## config.mk

```make
export PLATFORM = sky130hd
export DESIGN_NAME = bus_arbiter_rr_flat
export DESIGN_NICKNAME = d
export VERILOG_FILES = /design/src/rtl/bus_arbiter_rr_pkg.sv /design/src/rtl/bus_arbiter_rr_if.sv /design/src/rtl/bus_arbiter_rr_picker.sv /design/src/rtl/bus_arbiter_rr.sv /design/src/flat_wrapper.sv
export SDC_FILE = /design/constraint.sdc
export NUM_CORES = 1
export LEC_CHECK = 0
export CORE_MARGIN = 1.5
export CORE_UTILIZATION = 48
export CTS_CLUSTER_SIZE = 28
export DETAILED_ROUTE_END_ITERATION = 7
export HOLD_SLACK_MARGIN = 0.02
export PLACE_DENSITY_LB_ADDON = 0.12
export SLEW_MARGIN = 20
export SYNTH_ARGS = -nofsm -noshare
export SYNTH_HDL_FRONTEND = slang
export SYNTH_SLANG_ARGS = --single-unit
```

## constraint.sdc

```tcl
create_clock -name CLK -period 5.05 [get_ports CLK]
set_input_delay 1.01 -clock CLK [delete_from_list [all_inputs] [get_ports CLK]]
set_output_delay 1.01 -clock CLK [all_outputs]
set_load 0.02 [all_outputs]
```

## src/rtl/bus_arbiter_rr_pkg.sv

```systemverilog
// -----------------------------------------------------------------------------
// bus_arbiter_rr_pkg
//   Shared types and helpers for the round-robin split-capable bus arbiter.
//   - arb_state_e   : arbiter FSM states
//   - MAX_MASTERS   : largest supported master count (one-hot helper width)
//   - onehot_to_idx : one-hot grant vector to binary owner index
// -----------------------------------------------------------------------------
package bus_arbiter_rr_pkg;

    typedef enum logic [1:0] {
        IDLE,
        GRANTED,
        BUSY
    } arb_state_e;

    localparam int unsigned MAX_MASTERS = 8;
    localparam int unsigned IDX_W       = 3;

    // OR-reduction of set bit positions; returns 0 for an all-zero vector.
    function automatic logic [IDX_W-1:0] onehot_to_idx(input logic [MAX_MASTERS-1:0] oh);
        logic [IDX_W-1:0] idx;
        idx = '0;
        for (int unsigned i = 0; i < MAX_MASTERS; i++) begin
            if (oh[i]) begin
                idx = idx | IDX_W'(i);
            end
        end
        return idx;
    endfunction

endpackage

```

## src/rtl/bus_arbiter_rr_if.sv

```systemverilog
// -----------------------------------------------------------------------------
// bus_arbiter_rr_if
//   Request/grant/split handshake between the bus masters, the address
//   decoder, the slaves and the arbiter.
//   B_REQ        per-master request (level)
//   B_GRANT      one-hot grant from the arbiter
//   BUS_OWNER    binary index of the granted master
//   B_UTIL       granted master has started driving the bus
//   B_SBSY       slave busy flags
//   SPL_SEL      decoder: current transfer targets the split-capable slave
//   B_DONE       transfer complete pulse
//   B_SPLIT      owner is being split off the bus
//   B_SPL_RESUME split master re-granted to finish
//   modport slave  : arbiter side
//   modport master : bus-fabric side (masters, decoder, slaves)
// -----------------------------------------------------------------------------
interface bus_arbiter_rr_if #(
    parameter int unsigned N_MASTERS = 4,
    parameter int unsigned N_SLAVES  = 3
);
    localparam int unsigned OWNER_W = $clog2(N_MASTERS);

    logic [N_MASTERS-1:0] B_REQ;
    logic [N_MASTERS-1:0] B_GRANT;
    logic [OWNER_W-1:0]   BUS_OWNER;
    logic                 B_UTIL;
    logic [N_SLAVES-1:0]  B_SBSY;
    logic                 SPL_SEL;
    logic                 B_DONE;
    logic                 B_SPLIT;
    logic                 B_SPL_RESUME;

    modport slave (
        input  B_REQ, B_UTIL, B_SBSY, SPL_SEL, B_DONE,
        output B_GRANT, BUS_OWNER, B_SPLIT, B_SPL_RESUME
    );

    modport master (
        output B_REQ, B_UTIL, B_SBSY, SPL_SEL, B_DONE,
        input  B_GRANT, BUS_OWNER, B_SPLIT, B_SPL_RESUME
    );

endinterface

```

## src/rtl/bus_arbiter_rr_picker.sv

```systemverilog
// -----------------------------------------------------------------------------
// rr_picker
//   Combinational round-robin selector: first set bit of (req & mask)
//   at or after ptr, wrapping past N_MASTERS-1 to 0.
//   req   in  N_MASTERS  raw requests
//   mask  in  N_MASTERS  eligibility mask
//   ptr   in  OWNER_W    highest-priority position this round
//   valid out 1          some eligible request exists
//   idx   out OWNER_W    index of the selected master
// -----------------------------------------------------------------------------
module rr_picker #(
    parameter int unsigned N_MASTERS = 4
) (
    input  logic [N_MASTERS-1:0]         req,
    input  logic [N_MASTERS-1:0]         mask,
    input  logic [$clog2(N_MASTERS)-1:0] ptr,
    output logic                         valid,
    output logic [$clog2(N_MASTERS)-1:0] idx
);
    localparam int unsigned OWNER_W = $clog2(N_MASTERS);

    logic [N_MASTERS-1:0] cand;
    int unsigned          pos;

    always_comb begin
        cand  = req & mask;
        valid = 1'b0;
        idx   = '0;
        pos   = 0;
        for (int unsigned k = 0; k < N_MASTERS; k++) begin
            pos = (32'(ptr) + k) % N_MASTERS;
            if (!valid && cand[pos]) begin
                valid = 1'b1;
                idx   = OWNER_W'(pos);
            end
        end
    end

endmodule

```

## src/rtl/bus_arbiter_rr.sv

```systemverilog
// -----------------------------------------------------------------------------
// bus_arbiter_rr
//   Round-robin bus arbiter for N masters with one outstanding split
//   transaction on a single split-capable slave and an idle-grant timeout.
//   CLK   in  1  rising-edge clock
//   RSTN  in  1  asynchronous active-low reset
//   bus   slave modport of bus_arbiter_rr_if (requests, grant, owner,
//         utilisation, slave busy, split select, done, split/resume pulses)
// -----------------------------------------------------------------------------
module bus_arbiter_rr
    import bus_arbiter_rr_pkg::*;
#(
    parameter int unsigned N_MASTERS   = 4,
    parameter int unsigned N_SLAVES    = 3,
    parameter int unsigned SPLIT_SLAVE = 2,
    parameter int unsigned TIMEOUT     = 16
) (
    input  logic            CLK,
    input  logic            RSTN,
    bus_arbiter_rr_if.slave bus
);
    localparam int unsigned OWNER_W = $clog2(N_MASTERS);
    localparam int unsigned TIMER_W = $clog2(TIMEOUT);

    arb_state_e           state_q, state_d;
    logic [N_MASTERS-1:0] grant_q, grant_d;
    logic                 split_q, split_d;
    logic                 resume_q, resume_d;
    logic                 split_pend_q, split_pend_d;
    logic [OWNER_W-1:0]   split_owner_q, split_owner_d;
    logic [OWNER_W-1:0]   rr_ptr_q, rr_ptr_d;
    logic [TIMER_W-1:0]   timer_q, timer_d;

    logic [MAX_MASTERS-1:0] grant_pad;
    logic [IDX_W-1:0]       owner_full;
    logic [OWNER_W-1:0]     owner;
    logic [OWNER_W-1:0]     owner_next;
    logic [N_MASTERS-1:0]   elig_mask;
    logic                   pick_valid;
    logic [OWNER_W-1:0]     pick_idx;
    logic                   spl_busy;
    logic                   unused_ok;

    // Owner is derived from the registered grant so the two cannot disagree.
    always_comb begin
        grant_pad                 = '0;
        grant_pad[N_MASTERS-1:0]  = grant_q;
    end
    assign owner_full = onehot_to_idx(grant_pad);
    assign owner      = owner_full[OWNER_W-1:0];
    assign owner_next = (owner == OWNER_W'(N_MASTERS - 1)) ? '0 : owner + 1'b1;
    assign spl_busy   = bus.B_SBSY[SPLIT_SLAVE];
    assign unused_ok  = ^{bus.B_SBSY, owner_full};

    // The split-off master may not win a fresh grant until it is resumed.
    always_comb begin
        elig_mask = '1;
        if (split_pend_q) begin
            elig_mask[split_owner_q] = 1'b0;
        end
    end

    rr_picker #(.N_MASTERS(N_MASTERS)) u_picker (
        .req   (bus.B_REQ),
        .mask  (elig_mask),
        .ptr   (rr_ptr_q),
        .valid (pick_valid),
        .idx   (pick_idx)
    );

    always_comb begin
        state_d       = state_q;
        grant_d       = grant_q;
        split_d       = 1'b0;
        resume_d      = 1'b0;
        split_pend_d  = split_pend_q;
        split_owner_d = split_owner_q;
        rr_ptr_d      = rr_ptr_q;
        timer_d       = timer_q;

        unique case (state_q)
            IDLE: begin
                grant_d = '0;
                if (split_pend_q && !spl_busy) begin
                    grant_d[split_owner_q] = 1'b1;
                    resume_d               = 1'b1;
                    split_pend_d           = 1'b0;
                    state_d                = BUSY;
                end else if (pick_valid) begin
                    grant_d[pick_idx] = 1'b1;
                    timer_d           = '0;
                    state_d           = GRANTED;
                end
            end
            GRANTED: begin
                if (bus.B_UTIL) begin
                    state_d = BUSY;
                end else if (!bus.B_REQ[owner]) begin
                    grant_d = '0;
                    state_d = IDLE;
                end else if (timer_q == TIMER_W'(TIMEOUT - 1)) begin
                    grant_d  = '0;
                    rr_ptr_d = owner_next;
                    state_d  = IDLE;
                end else begin
                    timer_d = timer_q + 1'b1;
                end
            end
            BUSY: begin
                // Completion outranks a split request seen in the same cycle.
                if (bus.B_DONE) begin
                    grant_d  = '0;
                    rr_ptr_d = owner_next;
                    state_d  = IDLE;
                end else if (bus.SPL_SEL && spl_busy && !split_pend_q) begin
                    split_d       = 1'b1;
                    split_owner_d = owner;
                    split_pend_d  = 1'b1;
                    grant_d       = '0;
                    rr_ptr_d      = owner_next;
                    state_d       = IDLE;
                end
            end
            default: begin
                grant_d = '0;
                state_d = IDLE;
            end
        endcase
    end

    always_ff @(posedge CLK or negedge RSTN) begin
        if (!RSTN) begin
            state_q       <= IDLE;
            grant_q       <= '0;
            split_q       <= 1'b0;
            resume_q      <= 1'b0;
            split_pend_q  <= 1'b0;
            split_owner_q <= '0;
            rr_ptr_q      <= '0;
            timer_q       <= '0;
        end else begin
            state_q       <= state_d;
            grant_q       <= grant_d;
            split_q       <= split_d;
            resume_q      <= resume_d;
            split_pend_q  <= split_pend_d;
            split_owner_q <= split_owner_d;
            rr_ptr_q      <= rr_ptr_d;
            timer_q       <= timer_d;
        end
    end

    assign bus.B_GRANT      = grant_q;
    assign bus.BUS_OWNER    = owner;
    assign bus.B_SPLIT      = split_q;
    assign bus.B_SPL_RESUME = resume_q;

endmodule

```

## src/flat_wrapper.sv

```systemverilog
// flat-port wrapper written by rule: the top's interface ports become plain ports
module bus_arbiter_rr_flat import bus_arbiter_rr_pkg::*;
#(
    parameter int unsigned N_MASTERS   = 4,
    parameter int unsigned N_SLAVES    = 3,
    parameter int unsigned SPLIT_SLAVE = 2,
    parameter int unsigned TIMEOUT     = 16
)
  (CLK, RSTN, bus_B_REQ, bus_B_UTIL, bus_B_SBSY, bus_SPL_SEL, bus_B_DONE, bus_B_GRANT, bus_BUS_OWNER, bus_B_SPLIT, bus_B_SPL_RESUME);
  bus_arbiter_rr_if #(.N_MASTERS(N_MASTERS), .N_SLAVES(N_SLAVES)) bus_i ();
  input  logic CLK;
  input  logic RSTN;
  input wire logic [$bits(bus_i.B_REQ)-1:0] bus_B_REQ;
  input wire logic [$bits(bus_i.B_UTIL)-1:0] bus_B_UTIL;
  input wire logic [$bits(bus_i.B_SBSY)-1:0] bus_B_SBSY;
  input wire logic [$bits(bus_i.SPL_SEL)-1:0] bus_SPL_SEL;
  input wire logic [$bits(bus_i.B_DONE)-1:0] bus_B_DONE;
  output wire logic [$bits(bus_i.B_GRANT)-1:0] bus_B_GRANT;
  output wire logic [$bits(bus_i.BUS_OWNER)-1:0] bus_BUS_OWNER;
  output wire logic [$bits(bus_i.B_SPLIT)-1:0] bus_B_SPLIT;
  output wire logic [$bits(bus_i.B_SPL_RESUME)-1:0] bus_B_SPL_RESUME;
  assign bus_i.B_REQ = bus_B_REQ;
  assign bus_i.B_UTIL = bus_B_UTIL;
  assign bus_i.B_SBSY = bus_B_SBSY;
  assign bus_i.SPL_SEL = bus_SPL_SEL;
  assign bus_i.B_DONE = bus_B_DONE;
  assign bus_B_GRANT = bus_i.B_GRANT;
  assign bus_BUS_OWNER = bus_i.BUS_OWNER;
  assign bus_B_SPLIT = bus_i.B_SPLIT;
  assign bus_B_SPL_RESUME = bus_i.B_SPL_RESUME;
  bus_arbiter_rr #(.N_MASTERS(N_MASTERS), .N_SLAVES(N_SLAVES), .SPLIT_SLAVE(SPLIT_SLAVE), .TIMEOUT(TIMEOUT)) u_core (.CLK(CLK), .RSTN(RSTN), .bus(bus_i));
endmodule
```

==> run metrics <==
status=completed; Cell Pwr Density=513 mW/mm2; Die Ht=52.1 um; Die W=52.1 um; number of global-route vias before repair=989; core outline area=0.00223 mm2; CTS buffer count=3; Buf/Inv on CP=1; Max Freq=0.376 GHz; dpl ws=2.07 ns; Synth Register Bits=17; Post-synth EDFFs=0; # setup viols final=0; cts hold-fix bufs=0; GP Congestion=0.881; Residual DRC=0; All-Layer GR Usage=0.233; gr ovfl total=0; relative max-transition margin=0.490; Fin Setup TNS=0 ns; top-level I/O count=20; Period minus WS final=2.66 ns; Cell Area, Synth=0.00116 mm2; peak supply drop=0.350 mV; max-cap viol count=0; Ys Warns=0; area of placed instances=0.00133 mm2; hold crit path type=register to register; Via density=6.18; H-tree Lvls=1; Setup crit end kind=register; Primary FF master, synth=dfrtp_1; via total after detailed routing=1050; Slew Viols, Final=0; final wirelength=2700 um; Final Hold Violating Endpoints=0; Post-Synthesis Cells=126; period utilization=0.527; Mapped Avg Cell Area=9.18 um2; wire per inst=15.9 um; Slowest Stage Delay on Critical Path=0.70 ns; initial antenna violation count=0; RSZ-0062 raised after global routing=no; CTS clk-pin slew, worst paths=0.10 ns; static leakage=0.000570 uW; Routed Antenna Nets=0; PortBufs=17; CP top delay family=simple AND/OR/NAND/NOR gates; drt first pass iters=4; critical path's slowest cell=or4b_2; Worst EP required=5.23 ns; CP arrival=2.84 ns; # fillers=192; Iter 0 DRT Violations=36; Net count, final=156; post-cts resize count=0; clk_lat worst skew=0.30 ns; TritonCTS clock tree=done; ant diodes=0; clk buf depth=2; Net Count, Synth=139; layout cells sized above 1=0.113; # rows=17; fin util=0.608; die area=0.00271 mm2; clock root cell=clkbuf_4; first-pass GRT wire length=4620 um; Yosys cell types=49; post-synthesis sequential area ratio=0.368; Slew @ Worst Pin=0.762 ns; pin count of the biggest net entering global routing=19; post-route setup slack=2.39 ns; FFs w/ async S/R, synth=1.00; Worst Skew=0.0125 ns; P&R area growth vs syn=17.5%; worst-path fanout max=4; Post-CTS Setup Inserts=0; cells along the critical path=clkdlybuf4s50_1, or4b_2, o211ai_2, o31ai_1, and2_1, mux2_2; Post-DP HPWL=2090 um; Initial Util=0.518; critical path startpoint category=primary input; Setup CP Type=primary input to register; design area=0.00136 mm2; final hold slack=0.519 ns; Clock Sinks=17
[where the power goes]
| part | internal (uW) | switching, uW | leakage, uW |
|---|---|---|---|
| combinational | 174 | 199 | 0.000328 |
| sequential | 175 | 75.1 | 0.000224 |
| clock | 29.5 | 43.4 | 0.0000177 |
| total | 379 | 318 | 0.000570 |
[final cells by class]
class / instances / area, um2 / share of cell area
Timing Repair Buffer: 17 / 170 / 0.125
Inverter: 4 / 15.0 / 0.0110
Multi-Input combinational cell: 100 / 686 / 0.505
Sequential cell: 17 / 425 / 0.313
Tap cell: 28 / 35.0 / 0.0258
Clock inverter: 1 / 5.00 / 0.00368
Clock buffer: 3 / 22.5 / 0.0166
[state kept, by name (all words and copies together), names as in the netlist]
name / count
u_core.rr_ptr_q: 2
u_core.bus.B_SPLIT: 1
u_core.state_q: 2
u_core.split_pend_q: 1
u_core.bus.B_GRANT: 4
u_core.timer_q: 4
u_core.bus.B_SPL_RESUME: 1
u_core.split_owner_q: 2
[cells by family (layout without fill, tap and decap cells)]
group	Yosys count	count (layout)	synth area share
buf+inv	9	25	0.0389
compound gates	42	42	0.271
mux	6	6	0.0595
xor+xnor	2	2	0.0217
fa+ha+maj	1	1	0.0108
flops	17	17	0.368
simple gates	49	49	0.231
[path summary, 6_finish.rpt]
check | start | to | slack [ns] | depth (start not counted)
max | bus_B_REQ[2] | u_core.rr_ptr_q[1] | 2.39 | 6
min | u_core.timer_q[0] | u_core.timer_q[0] | 0.52 | 1
max reg2reg | u_core.rr_ptr_q[0] | u_core.bus.B_GRANT[1] | 2.84 | 5
min reg2reg | u_core.timer_q[0] | u_core.timer_q[0] | 0.52 | 1
max in group asynchronous | RSTN | u_core.rr_ptr_q[0] | 3.42 | 1
min in group asynchronous | RSTN | u_core.state_q[1] | 1.15 | 1
[per-layer routing]
metal / vias up / GRT usage / wire [um]
li1: 512 / - / -
met1: 495 / 0.331 / 1240
met2: 36 / 0.346 / 1200
met3: 7 / 0.0603 / 202
met4: 0 / 0.0702 / 46
met5: - / 0 / 0
[stage by stage]
step | total power, uW | std cells
3_5_place_dp | 623 | 166
4_1_cts | 697 | 170
6_report | 697 | 170
2_1_floorplan | 519 | 126
5_1_grt | 751 | 170
3_3_place_gp | 611 | 166
[cells in the mapped netlist (2+ instances only)]
library cell,instances,share of area
o221ai_1,2,0.015
nor2_1,8,0.026
or3_1,2,0.011
a32oi_1,2,0.015
o31ai_1,6,0.039
dfrtp_1,17,0.37
nor2b_1,2,0.011
o21ai_0,5,0.022
a21oi_1,9,0.039
inv_1,4,0.013
mux2i_1,2,0.017
a22oi_1,4,0.026
nor3_1,3,0.013
o2bb2ai_1,2,0.015
buf_2,2,0.0087
or2_2,2,0.011
and3_1,2,0.011
nand2_1,12,0.039
nand2b_1,7,0.038
nand3_1,2,0.0087
mux2_2,3,0.029
[placed cells by master, fill, tap and decap left out, types with 2 or more instances in the layout]
| master | n |
|---|---|
| a21oi_1 | 9 |
| a22oi_1 | 4 |
| a32oi_1 | 2 |
| and3_1 | 2 |
| clkbuf_4 | 3 |
| clkdlybuf4s50_1 | 17 |
| dfrtp_1 | 17 |
| inv_1 | 4 |
| mux2_2 | 3 |
| mux2i_1 | 2 |
| nand2_1 | 12 |
| nand2b_1 | 7 |
| nand3_1 | 2 |
| nor2_1 | 8 |
| nor2b_1 | 2 |
| nor3_1 | 3 |
| o21ai_0 | 5 |
| o221ai_1 | 2 |
| o2bb2ai_1 | 2 |
| o31ai_1 | 6 |
| or2_2 | 2 |
| or3_1 | 2 |
(Power assumes the default switching activity.)
